### src/rtl/coffee_pkg.sv
// Shared definitions for the brew sequencer: drink codes, state encoding,
// valve bit positions and the recipe duration table.
package coffee_pkg;

  // Drink codes presented on c_type.
  localparam logic [2:0] CTypeNone   = 3'd0;
  localparam logic [2:0] CTypeCoffee = 3'd1;
  localparam logic [2:0] CTypeMilk   = 3'd2;
  localparam logic [2:0] CTypeCappu  = 3'd3;
  localparam logic [2:0] CTypeMocca  = 3'd4;

  // State encoding doubles as the stage display code.
  typedef enum logic [2:0] {
    StIdle   = 3'd0,
    StWater  = 3'd1,
    StCoffee = 3'd2,
    StMilk   = 3'd3,
    StFoam   = 3'd4,
    StChoco  = 3'd5
  } state_e;

  // Valve bit positions.
  localparam int unsigned NumValves  = 5;
  localparam int unsigned ValveWater  = 0;
  localparam int unsigned ValveCoffee = 1;
  localparam int unsigned ValveMilk   = 2;
  localparam int unsigned ValveFoam   = 3;
  localparam int unsigned ValveChoco  = 4;

  function automatic logic ctype_valid(input logic [2:0] c);
    return (c >= CTypeCoffee) && (c <= CTypeMocca);
  endfunction

  // Stage duration in seconds for a drink; 0 means the stage is skipped.
  function automatic logic [3:0] recipe_dur(input logic [2:0] drink, input state_e st);
    logic [3:0] d;
    d = 4'd0;
    case (drink)
      CTypeCoffee: begin
        case (st)
          StWater:  d = 4'd3;
          StCoffee: d = 4'd4;
          default:  d = 4'd0;
        endcase
      end
      CTypeMilk: begin
        case (st)
          StWater, StCoffee, StMilk: d = 4'd3;
          default:                   d = 4'd0;
        endcase
      end
      CTypeCappu: begin
        case (st)
          StWater, StCoffee, StFoam: d = 4'd3;
          StMilk:                    d = 4'd2;
          default:                   d = 4'd0;
        endcase
      end
      CTypeMocca: begin
        case (st)
          StWater, StCoffee: d = 4'd3;
          StMilk, StChoco:   d = 4'd2;
          default:           d = 4'd0;
        endcase
      end
      default: d = 4'd0;
    endcase
    return d;
  endfunction

  // First stage after cur with a non-zero duration, or StIdle if none remain.
  function automatic state_e next_stage(input logic [2:0] drink, input state_e cur);
    state_e res;
    res = StIdle;
    // Walk downwards so the lowest qualifying stage is the one left in res.
    for (int s = 5; s >= 1; s--) begin
      if ((s > int'(cur)) && (recipe_dur(drink, state_e'(s[2:0])) != 4'd0)) begin
        res = state_e'(s[2:0]);
      end
    end
    return res;
  endfunction

endpackage

### src/rtl/tick_gen.sv
// One-second tick prescaler.
// Ports: clk, reset_n (async active-low), clear (synchronous count clear),
//        tick (one-cycle strobe every TICK_DIV cycles).
module tick_gen #(
  parameter int unsigned TICK_DIV = 50000000
) (
  input  logic clk,
  input  logic reset_n,
  input  logic clear,
  output logic tick
);

  localparam int unsigned CntW = (TICK_DIV > 1) ? $clog2(TICK_DIV) : 1;
  localparam logic [CntW-1:0] CntMax = CntW'(TICK_DIV - 1);

  logic [CntW-1:0] cnt_q, cnt_d;

  always_comb begin
    tick = (cnt_q == CntMax);
    if (clear || tick) begin
      cnt_d = '0;
    end else begin
      cnt_d = cnt_q + 1'b1;
    end
  end

  always_ff @(posedge clk or negedge reset_n) begin
    if (!reset_n) begin
      cnt_q <= '0;
    end else begin
      cnt_q <= cnt_d;
    end
  end

endmodule

### src/rtl/brew_sequencer.sv
// Drink brewing sequencer: steps through water/coffee/milk/foam/choco stages
// with recipe-dependent durations, skipping zero-length stages.
// Ports: clk, reset_n (async active-low), start (pulse), c_type (drink code),
//        cancel (level) in; busy, valves (one-hot), stage (state code),
//        remaining (seconds left), done and aborted (one-cycle pulses) out.
module brew_sequencer
  import coffee_pkg::*;
#(
  parameter int unsigned TICK_DIV = 50000000
) (
  input  logic                 clk,
  input  logic                 reset_n,
  input  logic                 start,
  input  logic [2:0]           c_type,
  input  logic                 cancel,
  output logic                 busy,
  output logic [NumValves-1:0] valves,
  output logic [2:0]           stage,
  output logic [3:0]           remaining,
  output logic                 done,
  output logic                 aborted
);

  state_e     state_q, state_d;
  logic [2:0] drink_q, drink_d;
  logic [3:0] remaining_q, remaining_d;
  logic       done_q, done_d;
  logic       aborted_q, aborted_d;
  logic       tick;
  logic       tick_clear;
  state_e     nxt;

  tick_gen #(
    .TICK_DIV(TICK_DIV)
  ) u_tick_gen (
    .clk    (clk),
    .reset_n(reset_n),
    .clear  (tick_clear),
    .tick   (tick)
  );

  // State register.
  always_ff @(posedge clk or negedge reset_n) begin
    if (!reset_n) begin
      state_q     <= StIdle;
      drink_q     <= CTypeNone;
      remaining_q <= 4'd0;
      done_q      <= 1'b0;
      aborted_q   <= 1'b0;
    end else begin
      state_q     <= state_d;
      drink_q     <= drink_d;
      remaining_q <= remaining_d;
      done_q      <= done_d;
      aborted_q   <= aborted_d;
    end
  end

  // Next-state logic.
  always_comb begin
    state_d     = state_q;
    drink_d     = drink_q;
    remaining_d = remaining_q;
    done_d      = 1'b0;
    aborted_d   = 1'b0;
    tick_clear  = 1'b0;
    nxt         = StIdle;

    if (state_q == StIdle) begin
      // Prescaler held at zero so the first stage starts with a full second.
      tick_clear  = 1'b1;
      remaining_d = 4'd0;
      if (start && !cancel && ctype_valid(c_type)) begin
        drink_d     = c_type;
        nxt         = next_stage(c_type, StIdle);
        state_d     = nxt;
        remaining_d = recipe_dur(c_type, nxt);
      end
    end else if (cancel) begin
      state_d     = StIdle;
      drink_d     = CTypeNone;
      remaining_d = 4'd0;
      aborted_d   = 1'b1;
      tick_clear  = 1'b1;
    end else if (tick) begin
      if (remaining_q > 4'd1) begin
        remaining_d = remaining_q - 4'd1;
      end else begin
        nxt        = next_stage(drink_q, state_q);
        state_d    = nxt;
        tick_clear = 1'b1;
        if (nxt == StIdle) begin
          drink_d     = CTypeNone;
          remaining_d = 4'd0;
          done_d      = 1'b1;
        end else begin
          remaining_d = recipe_dur(drink_q, nxt);
        end
      end
    end
  end

  // Outputs decoded from the state register so reset closes valves at once.
  always_comb begin
    valves = '0;
    case (state_q)
      StWater:  valves[ValveWater]  = 1'b1;
      StCoffee: valves[ValveCoffee] = 1'b1;
      StMilk:   valves[ValveMilk]   = 1'b1;
      StFoam:   valves[ValveFoam]   = 1'b1;
      StChoco:  valves[ValveChoco]  = 1'b1;
      default:  valves = '0;
    endcase
    busy      = (state_q != StIdle);
    stage     = state_q;
    remaining = remaining_q;
    done      = done_q;
    aborted   = aborted_q;
  end

endmodule

### config.mk
export PLATFORM = sky130hd
export DESIGN_NAME = brew_sequencer
export DESIGN_NICKNAME = d
export VERILOG_FILES = /design/src/rtl/coffee_pkg.sv /design/src/rtl/tick_gen.sv /design/src/rtl/brew_sequencer.sv
export SDC_FILE = /design/constraint.sdc
export NUM_CORES = 1
export LEC_CHECK = 0
export CORE_ASPECT_RATIO = 0.8
export CORE_UTILIZATION = 45
export CTS_BUF_LIST = sky130_fd_sc_hd__clkbuf_16
export CTS_CLUSTER_SIZE = 24
export DETAILED_ROUTE_END_ITERATION = 10
export PLACE_DENSITY = 0.77
export SETUP_SLACK_MARGIN = 0.4
export SLEW_MARGIN = 30
export SYNTH_ARGS = -nofsm -noshare
export SYNTH_HDL_FRONTEND = slang
export SYNTH_SLANG_ARGS = --single-unit
### constraint.sdc
create_clock -name clk -period 1.8 [get_ports clk]
set_input_delay 0.36 -clock clk [delete_from_list [all_inputs] [get_ports clk]]
set_output_delay 0.36 -clock clk [all_outputs]
set_load 0.05 [all_outputs]
After elaboration in Yosys (flattened, before gate mapping):

Cells that the tools add are included.

* register bits: 38
* bits of input ports: 7
* output and inout bits: 15

* add/sub/neg operators: 2
* magnitude comparators: 8
* equality and inequality tests: 26
* muxes and demuxes: 100
* reduce and logical (&&, ||, !) cells: 41

Operator list (number)
* two-way mux 4 bit: 36
* two-way mux 3 bit: 27
* nonzero test 4 bit: 10
* case mux 4 bit (4 select lines): 2
* == test 3 x 2 -> 1 bit (second input constant): 10
* adder 26 x 1 -> 26 bit (second input constant): 1
* == test 26 bit (second input constant): 1
* two-way mux 26 bit: 1
* == test 3 bit (second input constant): 8
* case mux 2 bit (2 select lines): 6
* case mux 3 bit (2 select lines): 4
* OR reduction 3 bit: 6
* two-way mux 1 bit: 16
* two-way mux 2 bit: 8
* == test 3 x 1 -> 1 bit (second input constant): 5
* OR reduction 2 bit: 6
* nonzero test 3 bit: 3
* logical AND 1 bit: 8
* OR reduction 4 bit: 2
* greater-than comparator 2 x 3 -> 1 bit (first input constant): 2
* greater-than comparator 3 bit (first input constant): 2
* zero test 3 bit: 2
* greater-than comparator 4 x 1 -> 1 bit (second input constant): 1
* AND reduction 4 bit: 1
* 9 further kinds: 9

Depth between registers and ports, before layout:

* depth in word-level cells: 26
* gate-level depth with buffers: 9
* depth with buffers taken out: 8

Modules after synthesis:

From an unflattened synthesis, not the netlist that was laid out.

* cell total of the unflattened synthesis: 257
* area, all modules: 2392.3 µm²

Modules (own cells, without submodules)
* tick_gen: instances 1, cells each 147, area each 1420.1 µm²
* brew_sequencer: instances 1, cells each 110, area each 972.2 µm²

Least setup slack after synthesis:

OpenSTA, ideal clock, no wires.

* path kind: register to register
* from: reg state_q[2], in the netlist stage[2]
* to: reg state_q[0], in the netlist stage[0]
* arrival time: 2.779 ns
* data required time: 1.734 ns
* slack: -1.045 ns
* stages on the path, launching flop included: 8
* path buffers: 1
* period minus slack after synthesis: 2.845 ns
* path through: dfrtp_1 buf_2 inv_1 nor3_1 a31o_2 a31oi_1 a21oi_1 o2bb2a_1

* cells in the longest elaborated chain, start to end: 15
* elaborated cells on any way between the ends: 28
* those cells by class: order compare (5); eq/ne (2); mux (13); reduce/logical (8)

RTL lines
* from (decl): line brew_sequencer.sv:24 `state_e state_q, state_d;`
* from (signal assigned): line brew_sequencer.sv:45 `state_q <= StIdle;`
* from (signal assigned): line brew_sequencer.sv:51 `state_q <= state_d;`
* greater-than comparator 3 bit: line coffee_pkg.sv:77 `if ((s > int'(cur)) && (recipe_dur(drink, state_e'(s[2:0])) != 4'd0)) begin`
* logical AND 1 bit: line coffee_pkg.sv:77
* two-way mux 3 bit (5 in a row): line coffee_pkg.sv:77
* two-way mux 3 bit: line brew_sequencer.sv:86 `if (remaining_q > 4'd1) begin`
* two-way mux 3 bit: line brew_sequencer.sv:85 `end else if (tick) begin`
* two-way mux 3 bit: line brew_sequencer.sv:79 `end else if (cancel) begin`
* two-way mux 3 bit: line brew_sequencer.sv:69 `if (state_q == StIdle) begin`
* two-way mux 3 bit: line brew_sequencer.sv:86
* two-way mux 3 bit: line brew_sequencer.sv:85
* two-way mux 3 bit: line brew_sequencer.sv:79
* two-way mux 3 bit: line brew_sequencer.sv:69

Parallel ways exist; a longest one is shown, timed or not. The select of a mux whose other input is x is not followed.
A chain may end at the register's enable or synchronous reset.

Worst setup path after layout:

* from: reg drink_q[0]
* to: reg remaining_q[0], in the netlist remaining[0]

* cells in the longest elaborated chain, start to end: 26
* elaborated cells on any way between the ends: 71
* those cells by class: eq/ne (9); mux (44); reduce/logical (18)

RTL lines
* from (decl): line brew_sequencer.sv:25 `logic [2:0] drink_q, drink_d;`
* from (signal assigned): line brew_sequencer.sv:46 `drink_q <= CTypeNone;`
* from (signal assigned): line brew_sequencer.sv:52 `drink_q <= drink_d;`
* == test 3 bit: line coffee_pkg.sv:38 `case (drink)`
* two-way mux 2 bit
* two-way mux 4 bit: line brew_sequencer.sv:86
* two-way mux 4 bit: line brew_sequencer.sv:85
* two-way mux 4 bit: line brew_sequencer.sv:79
* two-way mux 4 bit: line brew_sequencer.sv:69
* nonzero test 4 bit: line coffee_pkg.sv:77
* logical AND 1 bit: line coffee_pkg.sv:77
* [10 not listed]
* OR reduction 3 bit (tied with other cells): line coffee_pkg.sv:53 `case (st)`
* case mux 2 bit (2 select lines) (tied with other cells): line coffee_pkg.sv:53
* case mux 4 bit (4 select lines): line coffee_pkg.sv:38
* two-way mux 4 bit *: line brew_sequencer.sv:92 `if (nxt == StIdle) begin`
* two-way mux 4 bit *: line brew_sequencer.sv:86
* two-way mux 4 bit *: line brew_sequencer.sv:85
* two-way mux 4 bit *: line brew_sequencer.sv:79
* two-way mux 4 bit *: line brew_sequencer.sv:69
* to (signal assigned): line brew_sequencer.sv:53 `remaining_q <= remaining_d;`
* to (decl): line brew_sequencer.sv:26 `logic [3:0] remaining_q, remaining_d;`

Every way passes the cells marked *; elsewhere a longest branch is shown, timed or not. The select of a mux whose other input is x is not followed.

==> flow_summary.ini <==
[flow_run]
cap_violations = 0

[routing]
wirelength_mm = 6.49
ant_nets = 0
m1WireLength_mm = 2.76
route.detailed.drc = 0
wl_met3_um = 431
wl_per_cell_um = 17.3
vias = 2206
dr_wl_met2_mm = 3.08
top_layer = met4
drt_iter0_markers = 246
vias_per_cell = 5.88
first_pass_iters = 5

[cts]
numClockSinks = 38
cts-root-buf = clkbuf_16
cts_made_buffers = 5
htree_levels = 2
clock_latency_ns = 0.28
cts_max_path_buffers = 2
clkSlewWorstSetupHoldPaths_ns = 0.06
cts_tree = yes

[final_layout]
nets = 324
synthToLayoutAreaGrowth_pct = 52.8
antenna_cells = 0
drive_above_1_share_pct = 40.6
n_fill_cell = 295
fin_area_um2 = 3280

[floorplanning]
io_pins = 22
dieArea_um2 = 5050
core_area_um2 = 4600
die_w_um = 79.2
start_util_pct = 46.7
rows = 22
die_h_um = 63.8

[yosys]
yosys_warnings = 0
synth.distinct_cells = 52
synth_largest_area_cell = dfrtp_1
synth_nets = 246
netlist.area_leader.share_pct = 44.3
synth_seq_cells = 38
syn_area_per_cell_um2 = 9.09
seq_area_frac_synth_pct = 44.3
async_reset_ff_share_pct = 100
ys_dominant_reg_cell = dfrtp_1
synthCells = 236
synthesis.area_um2 = 2150
yosysMostFrequentCell = nor2_1
synth_area_leaders = dfrtp_1 (44%), xor2_1 (8.2%), nor2_1 (7.5%)
synth_edf_count = 0
synthTopCellsByCount = nor2_1 (43), dfrtp_1 (38), xor2_1 (20)

[sta]
hold_violations = 0
maxSlewHeadroom_pct = 68.6
slew_violations = 0
hold-worst-slack_ns = 0.121
finClkSkew_ns = 0.00805
tightest_slew_ns = 0.471
fmax_ghz = 0.497
finalCriticalPeriod_ns = 2.01
rsz0062_at_grt = true
tns_ns = -0.630
worst_slack_ns = -0.212
post-route-period-util_pct = 112
finalSetupViolations = 27

[critical_path]
cp.arrival_ns = 2.16
startpoint_type = flip-flop
crit_fanout = 6
path_class = reg2reg
cp.required_ns = 1.95
critPathMaxStageDelay_ns = 0.44
slowest_stage = dfrtp_1
cp-end-kind = flip-flop
worstPathCellList = buf_4 -> nor2b_2 -> a21oi_1 -> a2bb2oi_1 -> o22ai_1 -> a41oi_1 -> o22ai_2

[pwr]
peakVddDrop_mv = 0.468
p_sw_share_pct = 30.9
power.internal_uw = 1650
p_leak_uw = 0.00144
switchingPower_uw = 740
clockPowerShare_pct = 34.6
pwr-share-seq_pct = 38.7
p_comb_share_pct = 26.8
p_per_area_nw_per_um2 = 729

[placement]
portBuffers = 21
hpwl_mm = 3.54
gp_congestion = 0.923
place_area_um2 = 2830

[global_routing]
grt_max_degree = 39
gr-usage-all-layers_pct = 23.9
grt_overflow = 0
grt_pass1_vias = 1933
grt_antenna_before_repair = 0
grt_pass1_wl_mm = 9.20

[status]
outcome = finished with violations
violations = setup timing

[hold_path]
hold_class = in2async
==> cell type report <==
cell class / instances / area [um2] / share of cell area (%)
timing repair buffer: 81 / 778 / 23.7
sequential: 38 / 958 / 29.2
clock inverter: 3 / 11.3 / 0.343
tap: 60 / 75.1 / 2.29
multi-input combinational: 177 / 1270 / 38.8
clock buffer: 5 / 125 / 3.82
inverter: 11 / 57.6 / 1.76
==> metal layers <==
layer	global-route usage, %	up-vias
met4	8.86	0
met3	5.57	32
met1	32.4	1058
met2	37.3	142
li1	-	974
met5	0	-
==> power by group through the flow <==
stage	combinational, uW	sequential [uW]	clock (uW)
after floorplan	285	957	0
after global placement	494	926	0
after detailed placement	506	928	0
after CTS	559	918	820
after global routing	671	926	888
final	640	925	827
==> kinds of logic (layout without fill, tap and decap cells) <==
group                    after synthesis  after routing  synth area share, %
AO/OA/AOI/OAI                         36             36                 11.3
XOR/XNOR                              25             25                 10.2
adder cells (fa/ha/maj)                3              3                 1.75
buffers and inverters                 21            100                 4.31
flip-flops                            38             38                 44.3
multiplexers                           4              4                 1.87
AND/OR/NAND/NOR                      109            109                 26.3
==> metrics by stage <==
stage | setup slack (ns) | total power (uW) | utilization (%) | std cells
2_1_floorplan | -0.0828 | 1240 | - | 236
3_3_place_gp | -0.264 | 1420 | 61.6 | 350
3_5_place_dp | -0.291 | 1430 | 61.6 | 350
4_1_cts | -0.0357 | 2300 | 69.1 | 370
5_1_grt | -0.272 | 2490 | 71.3 | 375
6_report | -0.212 | 2390 | 71.3 | 375
==> flip-flops by register name, summed over array words and instances (netlist names) <==
| register | count |
|---|---|
| drink_q | 3 |
| stage | 3 |
| aborted | 1 |
| done | 1 |
| remaining | 4 |
| u_tick_gen.cnt_q | 26 |
==> placed cells by master, fill, tap and decap left out, types with 3 or more instances in the layout <==
cell type,n
buf_4,54
nor2_1,41
dfrtp_1,32
xor2_1,20
nand3_1,12
nand2_1,10
buf_6,10
buf_12,8
and3_1,6
a21oi_1,6
o21ai_0,6
dfrtp_2,6
inv_1,5
nand4_1,5
nor3_4,5
xnor2_1,5
clkbuf_16,5
clkdlybuf4s50_1,5
inv_4,3
a22o_1,3
clkinv_1,3
buf_8,3
==> what timing repair did <==
item / in CTS / in global routing
gates resized for setup: 33 / 16
endpoints found under the setup margin: 45 / 45
pin swaps: 10 / 12
hold buffers: 0 / 0
buffers inserted: 12 / 5
==> worst max-delay path, delay by kind of cell (launching register included) <==
family	cells	cell delay (ns)
buffers and inverters	1	0.18
AOI/OAI and AO/OA	5	1.09
DFF	1	0.44
and+or+nand+nor	1	0.17
==> final timing paths <==
check / slack [ns] / start / endpoint / cells past startpoint
worst max-delay path: -0.21 / drink_q[0] / remaining[0] / 7
worst min-delay path: 0.12 / reset_n / u_tick_gen.cnt_q[21] / 2
worst max register to register: -0.21 / drink_q[0] / remaining[0] / 7
worst min register to register: 0.56 / u_tick_gen.cnt_q[5] / u_tick_gen.cnt_q[5] / 2
max in group asynchronous: 1.32 / reset_n / drink_q[1] / 2
min in group clk: 0.56 / u_tick_gen.cnt_q[5] / u_tick_gen.cnt_q[5] / 2
No activity file was read; power rests on OpenSTA's default activity.
